**src/rtl/risc_mem_pkg.sv**
```systemverilog
// Shared types and defaults for the instruction/data memory arbiter.
// Holds the read-owner encoding and the starvation counter sizing.
package risc_mem_pkg;

    localparam int STARVE_LIMIT_DEF = 4;
    localparam int STARVE_W         = 4;

    typedef enum logic [1:0] {
        OWN_NONE = 2'd0,
        OWN_IF   = 2'd1,
        OWN_DRD  = 2'd2
    } owner_e;

endpackage

```
**src/rtl/starve_counter.sv**
```systemverilog
// Saturating count of consecutive cycles a pending fetch was refused.
// Ports: clk, reset (sync, active-high), inc, clr -> count.
module starve_counter
    import risc_mem_pkg::*;
(
    input  logic                clk,
    input  logic                reset,
    input  logic                inc,
    input  logic                clr,
    output logic [STARVE_W-1:0] count
);

    logic [STARVE_W-1:0] count_q;
    logic [STARVE_W-1:0] count_d;

    always_comb begin
        count_d = count_q;
        if (clr) begin
            count_d = '0;
        end else if (inc && (count_q != '1)) begin
            count_d = count_q + 1'b1;
        end
    end

    always_ff @(posedge clk) begin
        if (reset) begin
            count_q <= '0;
        end else begin
            count_q <= count_d;
        end
    end

    assign count = count_q;

endmodule

```
**src/rtl/mem_arbiter.sv**
```systemverilog
// Shares one single-port RAM between instruction fetch and data access.
// Ports: clk/reset, if_* fetch side, d_* data side, mem_* RAM side.
module mem_arbiter
    import risc_mem_pkg::*;
#(
    parameter int STARVE_LIMIT = STARVE_LIMIT_DEF,
    parameter int AW           = 32
) (
    input  logic          clk,
    input  logic          reset,
    input  logic          if_req,
    input  logic [AW-1:0] if_addr,
    input  logic          if_flush,
    output logic          if_gnt,
    output logic          if_rvalid,
    output logic [AW-1:0] if_rdata,
    input  logic          d_req,
    input  logic          d_we,
    input  logic [AW-1:0] d_addr,
    input  logic [AW-1:0] d_wdata,
    output logic          d_gnt,
    output logic          d_rvalid,
    output logic [AW-1:0] d_rdata,
    output logic          mem_en,
    output logic          mem_we,
    output logic [AW-1:0] mem_addr,
    output logic [AW-1:0] mem_wdata,
    input  logic [AW-1:0] mem_rdata
);

    localparam logic [STARVE_W-1:0] LIMIT = STARVE_W'(STARVE_LIMIT);

    owner_e              owner_q;
    owner_e              owner_d;
    logic [STARVE_W-1:0] starve_cnt;
    logic                fetch_ok;
    logic                data_ok;

    // A flushed fetch is never granted, so a starved fetch under
    // flush does not block data traffic.
    assign fetch_ok = if_req & ~if_flush & ~reset;
    assign data_ok  = d_req & ~reset;

    always_comb begin
        if_gnt    = fetch_ok & ((starve_cnt >= LIMIT) | ~data_ok);
        d_gnt     = data_ok & ~if_gnt;
        mem_en    = if_gnt | d_gnt;
        mem_we    = d_gnt & d_we;
        mem_addr  = '0;
        mem_wdata = '0;
        owner_d   = OWN_NONE;
        if (if_gnt) begin
            mem_addr = if_addr;
            owner_d  = OWN_IF;
        end else if (d_gnt) begin
            mem_addr  = d_addr;
            mem_wdata = d_wdata;
            if (!d_we) begin
                owner_d = OWN_DRD;
            end
        end
    end

    always_ff @(posedge clk) begin
        if (reset) begin
            owner_q <= OWN_NONE;
        end else begin
            owner_q <= owner_d;
        end
    end

    starve_counter u_starve (
        .clk   (clk),
        .reset (reset),
        .inc   (if_req & ~if_gnt),
        .clr   (if_gnt | ~if_req),
        .count (starve_cnt)
    );

    // Reset gating drops a read granted just before reset asserted.
    assign if_rvalid = ~reset & ~if_flush & (owner_q == OWN_IF);
    assign d_rvalid  = ~reset & (owner_q == OWN_DRD);
    assign if_rdata  = mem_rdata;
    assign d_rdata   = mem_rdata;

endmodule
```
**config.mk**
```make
export PLATFORM = sky130hd
export DESIGN_NAME = mem_arbiter
export DESIGN_NICKNAME = d
export VERILOG_FILES = /design/src/rtl/risc_mem_pkg.sv /design/src/rtl/starve_counter.sv /design/src/rtl/mem_arbiter.sv
export SDC_FILE = /design/constraint.sdc
export NUM_CORES = 1
export LEC_CHECK = 0
export BUFFER_PORTS_ARGS = -buffer_cell sky130_fd_sc_hd__buf_2
export CAP_MARGIN = 20
export CORE_AREA = 2 2 103 105
export DETAILED_ROUTE_END_ITERATION = 12
export DIE_AREA = 0 0 105 107
export PLACE_DENSITY_LB_ADDON = 0.25
export SLEW_MARGIN = 20
export SYNTH_ARGS = -nofsm -noshare
export SYNTH_HDL_FRONTEND = slang
export SYNTH_SLANG_ARGS = --single-unit
```
**constraint.sdc**
```tcl
create_clock -name clk -period 1.3 [get_ports clk]
set_input_delay 0.195 -clock clk [delete_from_list [all_inputs] [get_ports clk]]
set_output_delay 0.195 -clock clk [all_outputs]
set_load 0.02 [all_outputs]
```
# Word level (Yosys, flattened, before mapping)
# Index checks and enable logic that the tools add are counted.
# Widths: inputs -> output; s select.
[word_totals]
output_inout_bits = 134
reg_bits = 6
word_cells = 37
in_bits = 134
[classes]
mux = 7
add_sub_neg = 1
magnitude_cmp = 1
n_reduce_logical = 3
bitwise_logic = 19
n_eq_ne = 3
[op_table]
columns = ["operator", "n"]
rows = [
  ["$mux 32", 4],
  ["$and 1x1->1", 10],
  ["$not 1->1", 6],
  ["$add 4x1->4 const B", 1],
  ["$ge 4x3->1 const B", 1],
  ["$ne 4x4->1 const B", 1],
  ["$or 1x1->1", 3],
  ["$reduce_or 3->1", 1],
  ["$eq 2x1->1 const B", 1],
  ["$eq 2x2->1 const B", 1],
  ["$mux 1", 2],
  ["$mux 2", 1],
  ["$reduce_or 2->1", 1],
  ["$logic_and 1x1->1", 1],
]

# Longest topological paths before layout
[logic_depth]
depth_word = 9
mapped_depth = 5
depth_no_buf = 4

# Modules after synthesis
# A second synthesis with hierarchy kept.
[unflattened]
hier_cells = 176
hier_area_um2 = 1410.1
[by_module_without_submodules]
columns = ["module", "cells_each", "seq_area_each_um2", "area_each_um2", "n_inst"]
rows = [
  ["mem_arbiter", 154, 40.0, 1221.2, 1],
  ["starve_counter", 22, 80.1, 188.9, 1],
]

# Worst setup path after synthesis
# Ideal clock, no wire load.
[synth_path]
path_kind = "reg-to-output"
start = "register u_starve.count_q[3] (netlist: u_starve.count[3])"
end = "output mem_wdata[22]"
t_required_ns = 1.105
t_arrival_ns = 1.285
n_path_buf = 1
path_stages_with_launch = 5
slack_ns = -0.180
cell_sequence = "dfxtp_1 -> nor2_1 -> o211a_1 -> clkbuf_1 -> and2_1"
[synth_between]
elab_chain_len = 7
[synth_lines]
columns = ["element", "line", "source"]
rows = [
  ["start, declared", "starve_counter.sv:13", "logic [STARVE_W-1:0] count_q;"],
  ["start signal, assigned", "starve_counter.sv:29", "count_q <= count_d;"],
  ["$ge 4x3->1", "mem_arbiter.sv:45", "if_gnt = fetch_ok & ((starve_cnt >= LIMIT) | ~data_ok);"],
  ["$or 1x1->1", "mem_arbiter.sv:45", ""],
  ["$and 1x1->1", "mem_arbiter.sv:45", ""],
  ["$not 1->1", "mem_arbiter.sv:46", "d_gnt = data_ok & ~if_gnt;"],
  ["$and 1x1->1", "mem_arbiter.sv:46", ""],
  ["net d_gnt", "mem_arbiter.sv:21", "output logic d_gnt,"],
  ["$mux 32", "mem_arbiter.sv:55", "end else if (d_gnt) begin"],
  ["$mux 32", "mem_arbiter.sv:52", "if (if_gnt) begin"],
  ["end, declared", "mem_arbiter.sv:27", "output logic [AW-1:0] mem_wdata,"],
]
# The timed path passes the listed nets, and every way through them passes these cells.

# Worst setup path after layout
[layout_path]
start = "register u_starve.count_q[3] (netlist: u_starve.count[3])"
end = "output mem_addr[29]"
[layout_between]
elab_chain_len = 7
[layout_lines]
columns = ["element", "line", "source"]
rows = [
  ["$ge 4x3->1 *", "mem_arbiter.sv:45", ""],
  ["$or 1x1->1 *", "mem_arbiter.sv:45", ""],
  ["$and 1x1->1 *", "mem_arbiter.sv:45", ""],
  ["$not 1->1", "mem_arbiter.sv:46", ""],
  ["$and 1x1->1", "mem_arbiter.sv:46", ""],
  ["$mux 32", "mem_arbiter.sv:55", ""],
  ["$mux 32 *", "mem_arbiter.sv:52", ""],
  ["end, declared", "mem_arbiter.sv:26", "output logic [AW-1:0] mem_addr,"],
]
# Mark *: on every way between the ends. The rest lies on a longest branch, timed or not.

==> out/results.txt <==
The flow ran to the end, but the final reports show violations. The final reports fail on negative setup slack. The starting utilization of the core area is 13.3%. The worst path needs 1720 ps of the cycle, external delays included.

The power per unit of standard cell area is 455 mW/mm^2, and the count of endpoints failing setup in the final report is 68. The launching instance or port of the critical path is u_starve.count[3]. The flop and latch count out of synthesis was 6; the global routing usage summed across all routing layers was 8.09%. In the final routed layout, each cell accounts on average for 13.6 um. The run gives 1,482 as the number of global-route vias before repair. Buffers inserted to repair hold after CTS numbered 0.

Die span in x: 105 um. The worst-case clock buffer depth is 2, and the maximum fanout along the worst path is 38. Setup repair after global routing could not meet its margin everywhere. For this run, the number of Yosys warnings is 0.

The transition time of the tightest slew-check pin is 454 ps, and the H-tree depth reported by CTS is 1. Synthesis produced a netlist with a net count of 307. 268 I/O pins were placed. The critical path ends at mem_addr[29]. Sequential elements use 8.93% of the synthesized area.

After clock tree synthesis, the clock-pin slew on the worst setup and hold paths is 40 ps. The logs give 26 for the number of unique standard cell types used by synthesis and 0.581 GHz for the highest achievable clock rate. Data arrives at the worst endpoint at 1530 ps. Number of clock sinks: 6.

The logs give 149 ps for the worst hold-check slack and 0.0112 sq mm for the die area. Before antenna repair, the detailed router went through 4 iterations. Dividing the detail-routed via count by the number of cells gives 3.80. For the total vias in the final route, the log shows 1,627. For this block, the initial DRC count from the detailed router was 44. The required time of the worst setup path is 1110 ps, and the synthesized netlist cell count is 172. The fraction of final layout cells sized beyond drive strength 1 works out to 90.4%.

The run gives 37 as the placement row count. Startpoint class of the critical path: a flip-flop. For the summed negative setup slack over all endpoints, the log shows -23,570 ps. For the number of buffers inserted during clock tree synthesis, the log shows 3. The logs give 1.54 nW for the total leakage power and 0 for the max-capacitance violation count.

The congestion estimate from routability-driven global placement came to 0.756. For the final database, setup skew stands at 3.95 ps. Dividing the final minimum period by the clock period gives 132%. The startpoint identified for the worst register-to-register timing path is u_starve.count[2]. The critical path class was reg2out.

After synthesis the cells add up to 0.00135 sq mm. For the worst-skew pair, the clock arrives at the later sink with an insertion delay of 220 ps. The logs give -421 ps for the final critical-path setup slack and 5830 um for the total detailed-routing wirelength. The largest area contributor in the synthesized netlist was buf_4. TritonCTS built the clock tree.

The tree is rooted in a clkbuf_8. The worst register-to-register path ends at u_starve.count[3]. IR analysis of the VDD net gives a maximum drop of 0.273 mV.

The first-pass GRT wire length came out at 7420 um. After synthesis, the cell types taking the most area are buf_4 (36%), a22o_1 (21%), and2_1 (15%). The area share of the largest cell type after synthesis works out to 35.7%. In this run the vertical extent of the chip is 107 um.

For the max-slew headroom at the worst pin, the log shows 69.6%. For the sum of net half-perimeters after detailed placement, the log shows 4210 um. The logs give 0.0101 sq mm for the area of the core region and 0 for the final hold violation count. Entering global routing, the biggest net connects 39 pins.

Number of remaining DRC errors: 0. The tools report the type of destination of the critical path as a primary output. For the count of antenna diodes in the layout, the log shows 0. At the end of the flow, the number of nets in the layout was 429. Overall power: 1.31 mW. Area added between synthesis and finish: 114%. The min-delay analysis places its worst path in the category in2reg.

The average instance in the mapped netlist occupies 7.82 sq um. For the initial antenna violation count, the log shows 0. For the worst flop-to-flop path, the logic depth is 4.

The worst register-to-register path has a setup slack of -20 ps. The max-slew violation total from the final report was 0; the count of buffers inserted at the top-level ports was 171. The total overflow left after global routing is 0. The final antenna-violating net count was 0; the core utilization of the finished layout was 28.6%.
## worst min path at each step
stage / cells after the start / slack [ps] / from / endpoint
after CTS: 2 / 150 / d_we / owner_q[1]
after detailed placement: 2 / 380 / d_we / owner_q[1]
after global routing: 2 / 150 / d_we / owner_q[1]
after global placement: 2 / 370 / d_we / owner_q[1]
final: 2 / 150 / d_we / owner_q[1]
after floorplan: 1 / 270 / d_we / owner_q[1]
## cell families after synthesis
group	Yosys count	synth area share (%)
buffers and inverters	76	41.6
DFF	6	8.93
muxes	1	0.744
AOI/OAI and AO/OA	37	23.5
and+or+nand+nor	50	23.6
xor gates and xnor gates	1	0.651
adders and majority gates	1	0.930
## placed cells by master, fill, tap and decap left out, types with 2 or more instances in the layout
cell / instances
a22o_1: 3
a22o_4: 29
and2_4: 33
buf_12: 4
buf_2: 109
buf_4: 14
buf_6: 59
clkbuf_16: 3
clkbuf_8: 3
dfxtp_1: 4
dfxtp_4: 2
inv_1: 2
nand3_1: 2
nor2_1: 5
nor3_1: 2
## state kept, by name, indices dropped and copies added (netlist names)
register        cells
owner_q             2
u_starve.count      4
## worst max-delay path, stage by stage (launching register included)
cell	delay (ps)
dfxtp_4	350
nor2_2	110
o211a_4	250
buf_16	240
a22o_1	200
buf_6	130
## stage by stage
stage               setup slack (ps)  cells  instance area (sq um)
floorplan                      -63.1    172                   1650
global placement                -222    417                   2220
detailed placement              -224    417                   2220
CTS                             -403    422                   2460
global route                    -468    428                   2880
finish                          -421    428                   2880
## synthesized netlist by cell type (all sizes together)
master  instances
o211ai          1
nor2b           1
ha              1
inv             2
buf            71
nand2b          1
nand3           2
dfxtp           6
nor3b           2
nand2           1
a22o           32
o211a           1
mux2i           1
and2           33
nor4b           1
a21oi           1
nor3            3
nor2            6
clkbuf          3
xnor2           1
a211oi          1
a31oi           1
## what timing repair did
| item | 4_1_cts | 5_1_grt |
|---|---|---|
| setup endpoints to repair | 67 | 71 |
| buffers inserted | 1 | 4 |
| gates resized for setup | 51 | 108 |
| hold endpoints to repair | 0 | 0 |
| cloned | 1 | 4 |
| pin swaps | 2 | 26 |
## metal layers
metal  up-vias  GRT usage [%]  share of wire (%)
li1        770              -                  -
met3        17           2.49                8.0
met1       749           10.0                 41
met2        91           13.9                 49
met4         0           1.52                1.2
met5         -              0                  0
## final cells by class
cell class / count / area (sq um)
Fill cell: 1107 / 7210
Timing Repair Buffer: 191 / 1510
Multi-Input combinational cell: 90 / 1020
Tap cell: 136 / 170
Sequential cell: 6 / 128
Clock buffer: 3 / 41.3
Inverter: 2 / 7.51
## power breakdown
part / internal (mW) / leakage [nW] / switching [mW]
Combinational: 0.482 / 1.46 / 0.364
Sequential: 0.186 / 0.0504 / 0.00379
Clock: 0.199 / 0.0216 / 0.0784
Note: power is estimated with default switching activity, not from simulation.
